**config.mk**
```make
export PLATFORM = sky130hd
export DESIGN_NAME = div_unit
export DESIGN_NICKNAME = d
export VERILOG_FILES = /design/src/rtl/mips64_pkg.sv /design/src/rtl/div_step.sv /design/src/rtl/div_unit.sv
export SDC_FILE = /design/constraint.sdc
export NUM_CORES = 1
export LEC_CHECK = 0
export BUFFER_PORTS_ARGS = -buffer_cell sky130_fd_sc_hd__clkbuf_2
export CAP_MARGIN = 10
export CORE_ASPECT_RATIO = 1.25
export CORE_MARGIN = 8
export CORE_UTILIZATION = 50
export CTS_CLUSTER_DIAMETER = 100
export DETAILED_ROUTE_END_ITERATION = 12
export PLACE_DENSITY_LB_ADDON = 0.12
export SYNTH_ARGS = -nofsm -noshare
export SYNTH_HDL_FRONTEND = slang
export SYNTH_SLANG_ARGS = --single-unit
```
**constraint.sdc**
```tcl
create_clock -name clk -period 4.97 [get_ports clk]
set_input_delay 0 -clock clk [delete_from_list [all_inputs] [get_ports clk]]
set_output_delay 0 -clock clk [all_outputs]
set_load 0.02 [all_outputs]
```
**src/rtl/mips64_pkg.sv**
```systemverilog
`default_nettype none
// ============================================================================
// Module      : mips64_pkg
// Description : Shared definitions for the 64-bit integer divide unit:
//               FSM state encoding and default operand width.
// Revision    : 1.0 - initial release
// ============================================================================
package mips64_pkg;

    // Default operand / result width of the divider
    localparam int DIV_SIZE_DEFAULT = 64;

    // Divider sequencing states
    typedef enum logic [2:0] {
        ST_IDLE = 3'd0,
        ST_PREP = 3'd1,
        ST_CALC = 3'd2,
        ST_FIX  = 3'd3,
        ST_DONE = 3'd4
    } div_state_t;

endpackage : mips64_pkg
`default_nettype wire

```
**src/rtl/div_step.sv**
```systemverilog
`default_nettype none
// ============================================================================
// Module      : div_step
// Description : One restoring shift/trial-subtract/select step. Shifts the
//               next dividend bit into the partial remainder, subtracts the
//               divisor over SIZE+1 bits and keeps the difference only when
//               no borrow occurred. Emits one quotient bit into the LSB.
// Revision    : 1.0 - initial release
// ============================================================================
module div_step
    import mips64_pkg::*;
#(
    parameter int SIZE = DIV_SIZE_DEFAULT
) (
    input  logic [SIZE-1:0] i_rem,
    input  logic [SIZE-1:0] i_quo,
    input  logic [SIZE-1:0] i_divisor,
    output logic [SIZE-1:0] o_rem,
    output logic [SIZE-1:0] o_quo
);

    logic [SIZE:0] w_shift;
    logic [SIZE:0] w_diff;
    logic          w_sel;

    // Partial remainder is always below the divisor, so the SIZE+1-bit
    // difference is negative exactly when its MSB is set.
    always_comb begin
        w_shift = {i_rem, i_quo[SIZE-1]};
        w_diff  = w_shift - {1'b0, i_divisor};
        w_sel   = ~w_diff[SIZE];
        o_rem   = w_sel ? w_diff[SIZE-1:0] : w_shift[SIZE-1:0];
        o_quo   = {i_quo[SIZE-2:0], w_sel};
    end

endmodule : div_step
`default_nettype wire

```
**src/rtl/div_unit.sv**
```systemverilog
`default_nettype none
// ============================================================================
// Module      : div_unit
// Description : Sequential signed/unsigned restoring divider (DDIV/DDIVU).
//               IDLE -> PREP -> CALC (SIZE cycles) -> FIX -> DONE.
//               Optional macro DIV_EARLY_OUT_EN: a zero divisor skips
//               CALC/FIX and goes straight from PREP to DONE.
// Revision    : 1.0 - initial release
// ============================================================================
module div_unit
    import mips64_pkg::*;
#(
    parameter int SIZE = DIV_SIZE_DEFAULT
) (
    input  logic            clk,
    input  logic            rst_n,
    input  logic            start,
    input  logic            is_signed,
    input  logic            flush,
    input  logic [SIZE-1:0] dividend,
    input  logic [SIZE-1:0] divisor,
    output logic            busy,
    output logic            valid,
    output logic [SIZE-1:0] quotient,
    output logic [SIZE-1:0] remainder,
    output logic            div_zero
);

    localparam int                c_CNT_W     = $clog2(SIZE + 1);
    localparam logic [c_CNT_W-1:0] c_LAST_STEP = c_CNT_W'(SIZE - 1);

    div_state_t        r_state;
    logic [SIZE-1:0]   r_dvd;       // original dividend, kept for div-by-zero
    logic [SIZE-1:0]   r_dvs;       // original divisor
    logic              r_signed;
    logic              r_neg_q;
    logic              r_neg_r;
    logic [SIZE-1:0]   r_abs_dvs;
    logic [SIZE-1:0]   r_rem;
    logic [SIZE-1:0]   r_quo;
    logic [c_CNT_W-1:0] r_cnt;
    logic              r_valid;
    logic [SIZE-1:0]   r_q_out;
    logic [SIZE-1:0]   r_r_out;
    logic              r_dz_out;

    logic              w_dvd_neg;
    logic              w_dvs_neg;
    logic              w_dvs_zero;
    logic [SIZE-1:0]   w_abs_dvd;
    logic [SIZE-1:0]   w_abs_dvs;
    logic [SIZE-1:0]   w_fix_q;
    logic [SIZE-1:0]   w_fix_r;
    logic [SIZE-1:0]   w_step_rem;
    logic [SIZE-1:0]   w_step_quo;

    // Operand sign/magnitude and final sign correction of the raw results
    always_comb begin
        w_dvd_neg  = r_signed & r_dvd[SIZE-1];
        w_dvs_neg  = r_signed & r_dvs[SIZE-1];
        w_dvs_zero = (r_dvs == '0);
        w_abs_dvd  = w_dvd_neg ? (~r_dvd + 1'b1) : r_dvd;
        w_abs_dvs  = w_dvs_neg ? (~r_dvs + 1'b1) : r_dvs;
        w_fix_q    = r_neg_q ? (~r_quo + 1'b1) : r_quo;
        w_fix_r    = r_neg_r ? (~r_rem + 1'b1) : r_rem;
    end

    div_step #(
        .SIZE      (SIZE)
    ) u_step (
        .i_rem     (r_rem),
        .i_quo     (r_quo),
        .i_divisor (r_abs_dvs),
        .o_rem     (w_step_rem),
        .o_quo     (w_step_quo)
    );

    // Divider sequencer with registered result outputs
    always_ff @(posedge clk or negedge rst_n) begin
        if (!rst_n) begin
            r_state   <= ST_IDLE;
            r_dvd     <= '0;
            r_dvs     <= '0;
            r_signed  <= 1'b0;
            r_neg_q   <= 1'b0;
            r_neg_r   <= 1'b0;
            r_abs_dvs <= '0;
            r_rem     <= '0;
            r_quo     <= '0;
            r_cnt     <= '0;
            r_valid   <= 1'b0;
            r_q_out   <= '0;
            r_r_out   <= '0;
            r_dz_out  <= 1'b0;
        end else begin
            r_valid <= 1'b0;
            case (r_state)
                ST_IDLE: begin
                    if (start) begin
                        r_dvd    <= dividend;
                        r_dvs    <= divisor;
                        r_signed <= is_signed;
                        r_state  <= ST_PREP;
                    end
                end
                ST_PREP: begin
                    if (flush) begin
                        r_state <= ST_IDLE;
                    end else begin
                        r_neg_q   <= w_dvd_neg ^ w_dvs_neg;
                        r_neg_r   <= w_dvd_neg;
                        r_quo     <= w_abs_dvd;
                        r_abs_dvs <= w_abs_dvs;
                        r_rem     <= '0;
                        r_cnt     <= '0;
`ifdef DIV_EARLY_OUT_EN
                        if (w_dvs_zero) begin
                            r_q_out  <= '1;
                            r_r_out  <= r_dvd;
                            r_dz_out <= 1'b1;
                            r_valid  <= 1'b1;
                            r_state  <= ST_DONE;
                        end else begin
                            r_state <= ST_CALC;
                        end
`else
                        r_state <= ST_CALC;
`endif
                    end
                end
                ST_CALC: begin
                    if (flush) begin
                        r_state <= ST_IDLE;
                    end else begin
                        r_rem <= w_step_rem;
                        r_quo <= w_step_quo;
                        r_cnt <= r_cnt + 1'b1;
                        if (r_cnt == c_LAST_STEP) begin
                            r_state <= ST_FIX;
                        end
                    end
                end
                ST_FIX: begin
                    if (flush) begin
                        r_state <= ST_IDLE;
                    end else begin
                        // Zero divisor: architectural result overrides the raw datapath
                        if (w_dvs_zero) begin
                            r_q_out  <= '1;
                            r_r_out  <= r_dvd;
                            r_dz_out <= 1'b1;
                        end else begin
                            r_q_out  <= w_fix_q;
                            r_r_out  <= w_fix_r;
                            r_dz_out <= 1'b0;
                        end
                        r_valid <= 1'b1;
                        r_state <= ST_DONE;
                    end
                end
                ST_DONE: begin
                    r_state <= ST_IDLE;
                end
                default: begin
                    r_state <= ST_IDLE;
                end
            endcase
        end
    end

    assign busy      = (r_state != ST_IDLE);
    assign valid     = r_valid;
    assign quotient  = r_q_out;
    assign remainder = r_r_out;
    assign div_zero  = r_dz_out;

endmodule : div_unit
`default_nettype wire

```
* Word-level counts from Yosys, hierarchy flattened *
Cells that the tools add are included.
Widths: inputs -> output; s select.

operators by class
  add/subtract/negate cells = 6
  equal/unequal tests = 8
  multiplexer cells = 25
  bitwise operators = 9
  reduce and logical (&&, ||, !) cells = 9

operators by type and width
  cell                   count
  $mux 64                11
  $add 64x1->64 const B  4
  $not 64->64            4
  $pmux 64 s2            2
  $sub 65x64->65         1
  $logic_not 64->1       1
  $mux 7                 2
  $pmux 7 s2             1
  $mux 3                 4
  $pmux 3 s4             1
  $reduce_and 2->1       4
  $add 7x1->7 const B    1
  $eq 7x6->1 const B     1
  $eq 3x2->1 const B     2
  $ne 2x2->1 const B     3
  $eq 3x1->1 const B     1
  $logic_not 3->1        1
  $mux 1                 3
  $ne 3x3->1 const B     1
  $reduce_and 3->1       1
  $reduce_bool 3->1      1
  $and 1x1->1            2
  $mux 2                 1
  $not 1->1              2
  2 further kinds        2

storage, ports and cells
  bits in registers = 463
  input port bits = 133
  output and inout port bits = 131
  word-level logic and storage cells = 71

* Logic depth before layout (Yosys ltp) *
Gate-level depths: netlist of run 1.

  word-level depth = 5
  gate-level depth with buffers = 15
  gate-level depth less buffers = 13

* Hierarchy *
A second synthesis of run 1 with hierarchy kept.

unflattened totals
  cell total of the unflattened synthesis = 3278
  area, all modules = 28717.5 sq um

by module, submodules not included
  module    instances  cells an instance  area each (sq um)  sequential area each (sq um)
  div_unit  1          2419               23511.3            11586.1
  div_step  1          859                5206.2             0.0

* Worst setup path before layout of run 1 *
Ideal clock, no wire load.

  path type = register -> register
  start point = register r_quo[63]
  end point = register r_rem[63]
  setup time = 119 ps
  data arrival time = 3401 ps
  slack = 1450 ps
  cell stages (with the launch flop) = 16
  buffers on the path = 2
  clock period less this slack = 3520 ps
  cells stage by stage = dfrtp_1 -> inv_1 -> ha_1 -> fa_1 -> nor2b_1 -> o211ai_1 -> a31o_2 -> o41a_1 -> nand2_1 -> a211oi_1 -> o21ai_0 -> xnor2_1 -> clkbuf_1 -> clkbuf_1 -> a21oi_1 -> o21a_1

between the ends
  longest elaborated chain between the ends = 4

RTL lines
  what                      RTL line         source
  start: declaration        div_unit.sv:40   logic [SIZE-1:0] r_quo;
  start signal: assignment  div_unit.sv:112  r_quo <= w_abs_dvd;
  start signal: assignment  div_unit.sv:136  r_quo <= w_step_quo;
  $sub 65x64->65            div_step.sv:30   w_diff = w_shift - {1'b0, i_divisor};
  $mux 64                   div_step.sv:32   o_rem = w_sel ? w_diff[SIZE-1:0] : w_shift[SIZE-1:0];
  $mux 64                   div_unit.sv:132  if (flush) begin
  $pmux 64 s2               div_unit.sv:97   case (r_state)
  end signal: assignment    div_unit.sv:135  r_rem <= w_step_rem;
  end: declaration          div_unit.sv:39   logic [SIZE-1:0] r_rem;

Every way passes these cells. The select of a mux whose other input is x is not followed.
A chain may end at the register's enable or synchronous reset.

* Worst setup path in the final report of run 1 *
  start point = register r_quo[63]
  end point = register r_rem[20]

Same word-level chain as after synthesis.

==> reports/results.txt, run 1 <==
status: complete, but fails checks
failing checks: hold timing
die extent in x: 228.9 um
Max-Slew Margin vs Limit: 0.3562
top-count cell post-synth: dfrtp_1
DRT iter0 DRCs: 1949
Worst Path Required: 5.44 ns
fill cell count: 5001
Post-Syn Area: 28340 um2
Die Y-Extent: 282.2 um
TritonCTS clock tree: built
clock tree buffer depth: 3
dpl hpwl: 65.23 mm
RR Endpoint: r_rem[20]$_DFFE_PN0P_
CTS Sinks: 463
hold slack: -0.01265 ns
final critical-path share of the clock period: 0.8519
post-synth top area cell: dfrtp_1
initial antenna violation count: 3
overall power: 0.02271 W
Overflow after GRT: 0
Tightest Pin Transition: 0.9609 ns
Yosys cell types: 74
Post-DRT Antenna Nets: 0
post-CTS setup buffers: 0
clock latency on the worst-skew pair: 0.61 ns
Area Overhead vs Synth: 17.80%
mean routed wirelength per cell: 20.31 um
cts bufs inserted: 49
Reg clk slew, reported paths: 0.07 ns
pin count of the biggest net entering global routing: 143
register bit total from synthesis: 463
P_leak: 14.91 nW
wire length of the first global-routing pass: 140.4 mm
Post-synth EDFFs: 0
WL final: 88.34 mm
DR pass1 iterations: 5
die area: 64600 um2
simple-gate portion of the synthesized area: 0.1726
Tightest Hold Check Type: primary input to async pin
Final Hold Viols: 6
Final Max Slew Viols: 0
Worst setup SP type: register
ys async rst share: 1.000
sequential share of the synthesized area: 0.4088
Total GRT Usage: 0.2669
root buf cell: clkbuf_16
number of nets in the layout: 3772
fin crit period: 4.234 ns
share of cells above drive strength 1: 0.1539
DP Worst Slack: 0.7465 ns
Final setup viols: 0
Synth top cells by count: dfrtp_1 (463), nand2_1 (429), o21ai_0 (336)
reg2reg path depth: 15
maximum vdd ir drop: 351.5 uV
Std-Cell Rows: 97
post-CTS sizing: 0
htree depth: 2
worst clock skew: 0.01640 ns
DRC: 0
mux contribution to synthesized area: 0.06053
hold_buf cts: 132
Adder-Cell Fraction of Synth Area: 0.03117
vias: 25147
mean number of vias per cell: 5.782
Crit Path Max Fanout: 32
gpl congestion: 0.9546
Primary FF master, synth: dfrtp_1
Reg2Reg Setup Slack: 0.74 ns
Initial Utilization: 0.5054
max capacitance violation total: 0
post-route setup TNS: 0 ns
Setup CP Type: register to register
number of global-route vias before repair: 25162
PnR worst setup slack: 0.7358 ns
Arrival @ worst endpoint: 4.71 ns
Reg2Reg Launch Point: r_quo[63]$_DFFE_PN0P_
Net Count, Synth: 3480
Synth Instances: 3277
top cells by area, synth: dfrtp_1 (41%), o21ai_0 (5.9%), nand2_1 (5.7%)
largest family of logic cells by synthesized area: compound AO/OA/AOI/OAI gates
P per Cell Area: 680.1 nW/um2
synth warn: 0
RSZ-0062 raised after global routing: no
critical path startpoint: r_quo[63]$_DFFE_PN0P_
Compound-Gate Fraction of Synth Area: 0.1951
Synth Area in XOR/XNOR: 0.09210
Core Box Area: 56070 um2
syn avg cell area: 8.648 um2
Synth top area share: 0.4088
max frequency: 0.2362 GHz
port buffer count: 263
# IOs: 264
Worst setup EP type: register
## layer usage
layer	track usage	vias to the layer above	routed length, um
met5	0	-	13
met4	0.1196	2	4128
met3	0.03320	211	4038
met2	0.4544	753	42160
met1	0.3394	11970	38000
li1	-	12211	-
## placed cells by master (no fill, tap or decap), types with 29 or more instances in the layout
master         instances
a31oi_1               76
xnor2_1              118
nor2_1               289
xor2_1               178
ha_1                  69
or4_1                 29
mux2_2               123
nor4_1                33
a21oi_1              261
dlygate4sd3_1        132
buf_4                 30
inv_1                100
clkbuf_2             262
dfrtp_1              463
mux2i_1               33
o21ai_0              336
a21o_1                45
nand3_1               54
o31ai_1               44
nand2_1              429
or3_1                 52
clkbuf_16             50
nor3_1                49
## cells by family (layout without fill, tap and decap cells)
group,count (synthesis),count (layout)
other cells,0,1
xor+xnor,298,298
compound gates,927,927
flops,463,463
mux,156,156
fa+ha+maj,70,70
buf+inv,294,623
simple gates,1069,1069
## area by class of cell
type	instances	area (um2)	area share
multi-input combinational	2520	15690	0.4700
sequential	463	11590	0.3471
timing repair buffer	433	3033	0.09085
clock buffer	65	1408	0.04216
tap	742	928.4	0.02781
inverter	102	385.4	0.01154
clock inverter	23	350.3	0.01049
antenna	1	2.502	0.00007496
## worst max-delay path, stage by stage (launching register included)
cell	delay [ns]
dfrtp_1	0.37
inv_1	0.30
ha_1	0.27
fa_1	0.22
nor2b_1	0.07
o211ai_1	0.21
a31o_2	0.24
o41a_1	0.18
nand2_1	0.17
a211oi_1	0.47
o21ai_0	0.16
buf_4	0.18
xnor2_2	0.74
buf_12	0.26
nand3_1	0.09
o311ai_0	0.13
## through the flow
stage	hold WS, ns	utilization	cell area, um2	std cells
floorplan	-0.2956	-	28340	3277
global placement	0.05957	0.5404	30300	4128
detailed placement	0.07291	0.5404	30300	4128
CTS	0.01594	0.5954	33380	4348
global route	0.05320	0.5954	33380	4349
finish	-0.01265	0.5954	33380	4349
## where the power goes
part	total, W	switching [W]	internal, W
registers	0.00706	0.00186	0.00519
clock network	0.00400	0.00159	0.00241
logic	0.0117	0.00693	0.00472
## worst max path at each step
stage | slack (ns) | endpoint
floorplan | 1.45 | r_rem[63]$_DFFE_PN0P_
global placement | 0.78 | r_rem[5]$_DFFE_PN0P_
detailed placement | 0.75 | r_rem[36]$_DFFE_PN0P_
CTS | 0.69 | r_rem[36]$_DFFE_PN0P_
global route | 0.41 | r_rem[38]$_DFFE_PN0P_
finish | 0.74 | r_rem[20]$_DFFE_PN0P_
## flip-flops by register name (all words and copies together), names as in the netlist
| signal | flops |
|---|---|
| div_zero | 1 |
| quotient | 64 |
| r_abs_dvs | 64 |
| r_cnt | 7 |
| r_dvd | 64 |
| r_dvs | 64 |
| r_neg_q | 1 |
| r_neg_r | 1 |
| r_quo | 64 |
| r_rem | 64 |
| r_signed | 1 |
| r_state | 3 |
| remainder | 64 |
| valid | 1 |
No activity file was read; power rests on OpenSTA's default activity.
==> inputs of run 2 (changes only) <==
--- a/config.mk
+++ b/config.mk
@@ -7,7 +7,6 @@
 export LEC_CHECK = 0
 export BUFFER_PORTS_ARGS = -buffer_cell sky130_fd_sc_hd__clkbuf_2
 export CAP_MARGIN = 10
-export CORE_ASPECT_RATIO = 1.25
 export CORE_MARGIN = 8
 export CORE_UTILIZATION = 50
 export CTS_CLUSTER_DIAMETER = 100
==> reports/results.txt, run 2 (synthesis gave the netlist of run 1 again) <==
max capacitance violation total: 0 (unchanged)
CP cell instances: or4_1, nor4_2, nand2_1, or3_1, nor2_1, and3_1, nand3b_1, buf_4, nand2_1, a31oi_1
initial antenna violation count: 2 (-1)
CTS Sinks: 463 (unchanged)
Worst setup SP type: register
max frequency: 0.2341 GHz (-0.86%)
final cell count without fillers: 4369 (+0.46%)
Crit Path Max Fanout: 54 (+69%)
Final setup viols: 0 (unchanged)
Worst setup EP type: register
DRT iter0 DRCs: 1962 (+0.67%)
status: finished, final reports clean
RSZ-0062 raised after global routing: no
Final Hold Viols: 0 (-6)
Die Y-Extent: 254.1 um (-10%)
Overflow after GRT: 0 (unchanged)
mean routed wirelength per cell: 21.05 um (+3.6%)
register area: 11590 um2 (unchanged)
Final Max Slew Viols: 0 (unchanged)
post-CTS sizing: 0 (unchanged)
wire length of the first global-routing pass: 143.0 mm (+1.8%)
Arrival @ worst endpoint: 4.73 ns (+0.02 ns)
P per Cell Area: 689.9 nW/um2 (+1.4%)
most common cell after layout, fill and taps aside: dfrtp_1
CP most frequent cell: nand2_1
clock latency on the worst-skew pair: 0.63 ns (+0.02 ns)
mean number of vias per cell: 5.898 (+2.0%)
maximum vdd ir drop: 415.2 uV (+18%)
Core Box Area: 56170 um2 (+0.17%)
Largest stage delay, worst path: 0.63 ns (-0.11 ns)
worst clock skew: 0.02488 ns (+0.008483 ns)
P_leak: 14.91 nW (about the same)
gpl congestion: 0.9983 (+4.6%)
Worst Path Required: 5.43 ns (about the same)
WP buf/inv: 1 (-2)
number of nets in the layout: 3775 (+0.080%)
vias: 25768 (+2.5%)
pin count of the biggest net entering global routing: 123 (-14%)
post-route setup TNS: 0 ns (unchanged)
area of the multi-input gates: 15690 um2 (unchanged)
Reg clk slew, reported paths: 0.06 ns (about the same)
Total GRT Usage: 0.2784 (+0.01143)
die extent in x: 254.1 um (+11%)
hold slack: 0.02786 ns (+0.04051 ns)
DRC: 0 (unchanged)
root buf cell: clkbuf_16
cts bufs inserted: 53 (+8.2%)
final critical-path share of the clock period: 0.8594 (+0.007414)
share of cells above drive strength 1: 0.1531 (-0.0007670)
most frequent cells in the layout: dfrtp_1 (463), nand2_1 (429), o21ai_0 (336)
Setup CP Type: register to register
die area: 64550 um2 (about the same)
port buffer count: 263 (unchanged)
Tightest Pin Transition: 1.196 ns (+0.2355 ns)
WL final: 91.97 mm (+4.1%)
# IOs: 264 (unchanged)
DR pass1 iterations: 8 (+3)
dpl hpwl: 68.26 mm (+4.6%)
number of global-route vias before repair: 25305 (+0.57%)
placed cells: 4141 (+0.31%)
Tightest Hold Check Type: primary input to async pin
Initial Utilization: 0.5045 (-0.0008782)
Top delay family on crit path: simple AND/OR/NAND/NOR gates
fill cell count: 4963 (-0.76%)
TritonCTS clock tree: built
fin crit period: 4.271 ns (+0.03685 ns)
Max-Slew Margin vs Limit: 0.2024 (-0.1538)
Area Overhead vs Synth: 17.88% (about the same)
CP max-delay cell: or3_1
clock tree buffer depth: 3 (unchanged)
htree depth: 2 (unchanged)
Post-DRT Antenna Nets: 0 (unchanged)
Std-Cell Rows: 87 (-10%)
[run 2: changes by cell type in the layout (fill, tap and decap cells not counted), moves of 2 or more]
| cell | before | now |
|---|---|---|
| buf_12 | 8 | 4 |
| buf_4 | 30 | 33 |
| bufinv_16 | 8 | 6 |
| clkbuf_1 | 5 | 12 |
| clkbuf_16 | 50 | 54 |
| clkinv_2 | 10 | 7 |
| inv_6 | 0 | 2 |
[run 2: area by class of cell]
| type | count | area share |
|---|---|---|
| clock inverters | 17 | 0.008090 |
| clock buffers | 77 | 0.04633 |
| diodes | 2 | 0.0001498 |
| well taps | 756 | 0.02831 |
| inverters | 102 | 0.01154 |
| repair buffers | 432 | 0.08906 |
| multi-input cells | 2520 | 0.4697 |
| flip-flops and latches | 463 | 0.3468 |
[run 2: power by group]
group | internal [W] | leakage, nW | switching, W
logic | 0.00465 | 8.29 | 0.00709
registers | 0.00519 | 5.73 | 0.00201
clock network | 0.00246 | 0.892 | 0.00164
total | 0.0123 | 14.9 | 0.0107
[run 2: path summary, 6_finish.rpt]
check,from,endpoint,slack (ns),depth (start not counted)
worst max-delay path,r_dvs[2]$_DFFE_PN0P_,remainder[44]$_DFFE_PN0P_,0.70,10
worst min-delay path,rst_n,valid$_DFF_PN0_,0.03,2
worst max register to register,r_dvs[2]$_DFFE_PN0P_,remainder[44]$_DFFE_PN0P_,0.70,10
worst min register to register,r_cnt[6]$_DFFE_PN0P_,r_state[0]$_DFFE_PN0P_,0.46,1
max in group asynchronous,rst_n,quotient[50]$_DFFE_PN0P_,3.42,3
min in group clk,divisor[0],r_dvs[0]$_DFFE_PN0P_,0.12,4
[run 2: what timing repair did]
action                    CTS  global route
hold endpoints to repair  253             0
hold buffers              132             0
setup buffers               0             0
[run 2: routing by layer]
| layer | share of wire | global-route usage | wire length (um) | vias to the layer above |
|---|---|---|---|---|
| met2 | 0.49 | 0.4814 | 45050 | 892 |
| met3 | 0.057 | 0.03252 | 5201 | 206 |
| li1 | - | - | - | 12222 |
| met4 | 0.040 | 0.1139 | 3677 | 0 |
| met5 | 0 | 0 | 0 | - |
| met1 | 0.41 | 0.3519 | 38040 | 12448 |
[run 2: metrics by stage]
stage	area [um2]	power, W	utilization	setup slack (ns)
2_1_floorplan	28340	0.01500	-	1.450
3_3_place_gp	30260	0.01857	0.5388	0.8535
3_5_place_dp	30260	0.01877	0.5388	0.7684
4_1_cts	33400	0.02303	0.5947	0.7640
5_1_grt	33400	0.02465	0.5947	0.4309
6_report	33410	0.02305	0.5948	0.6990
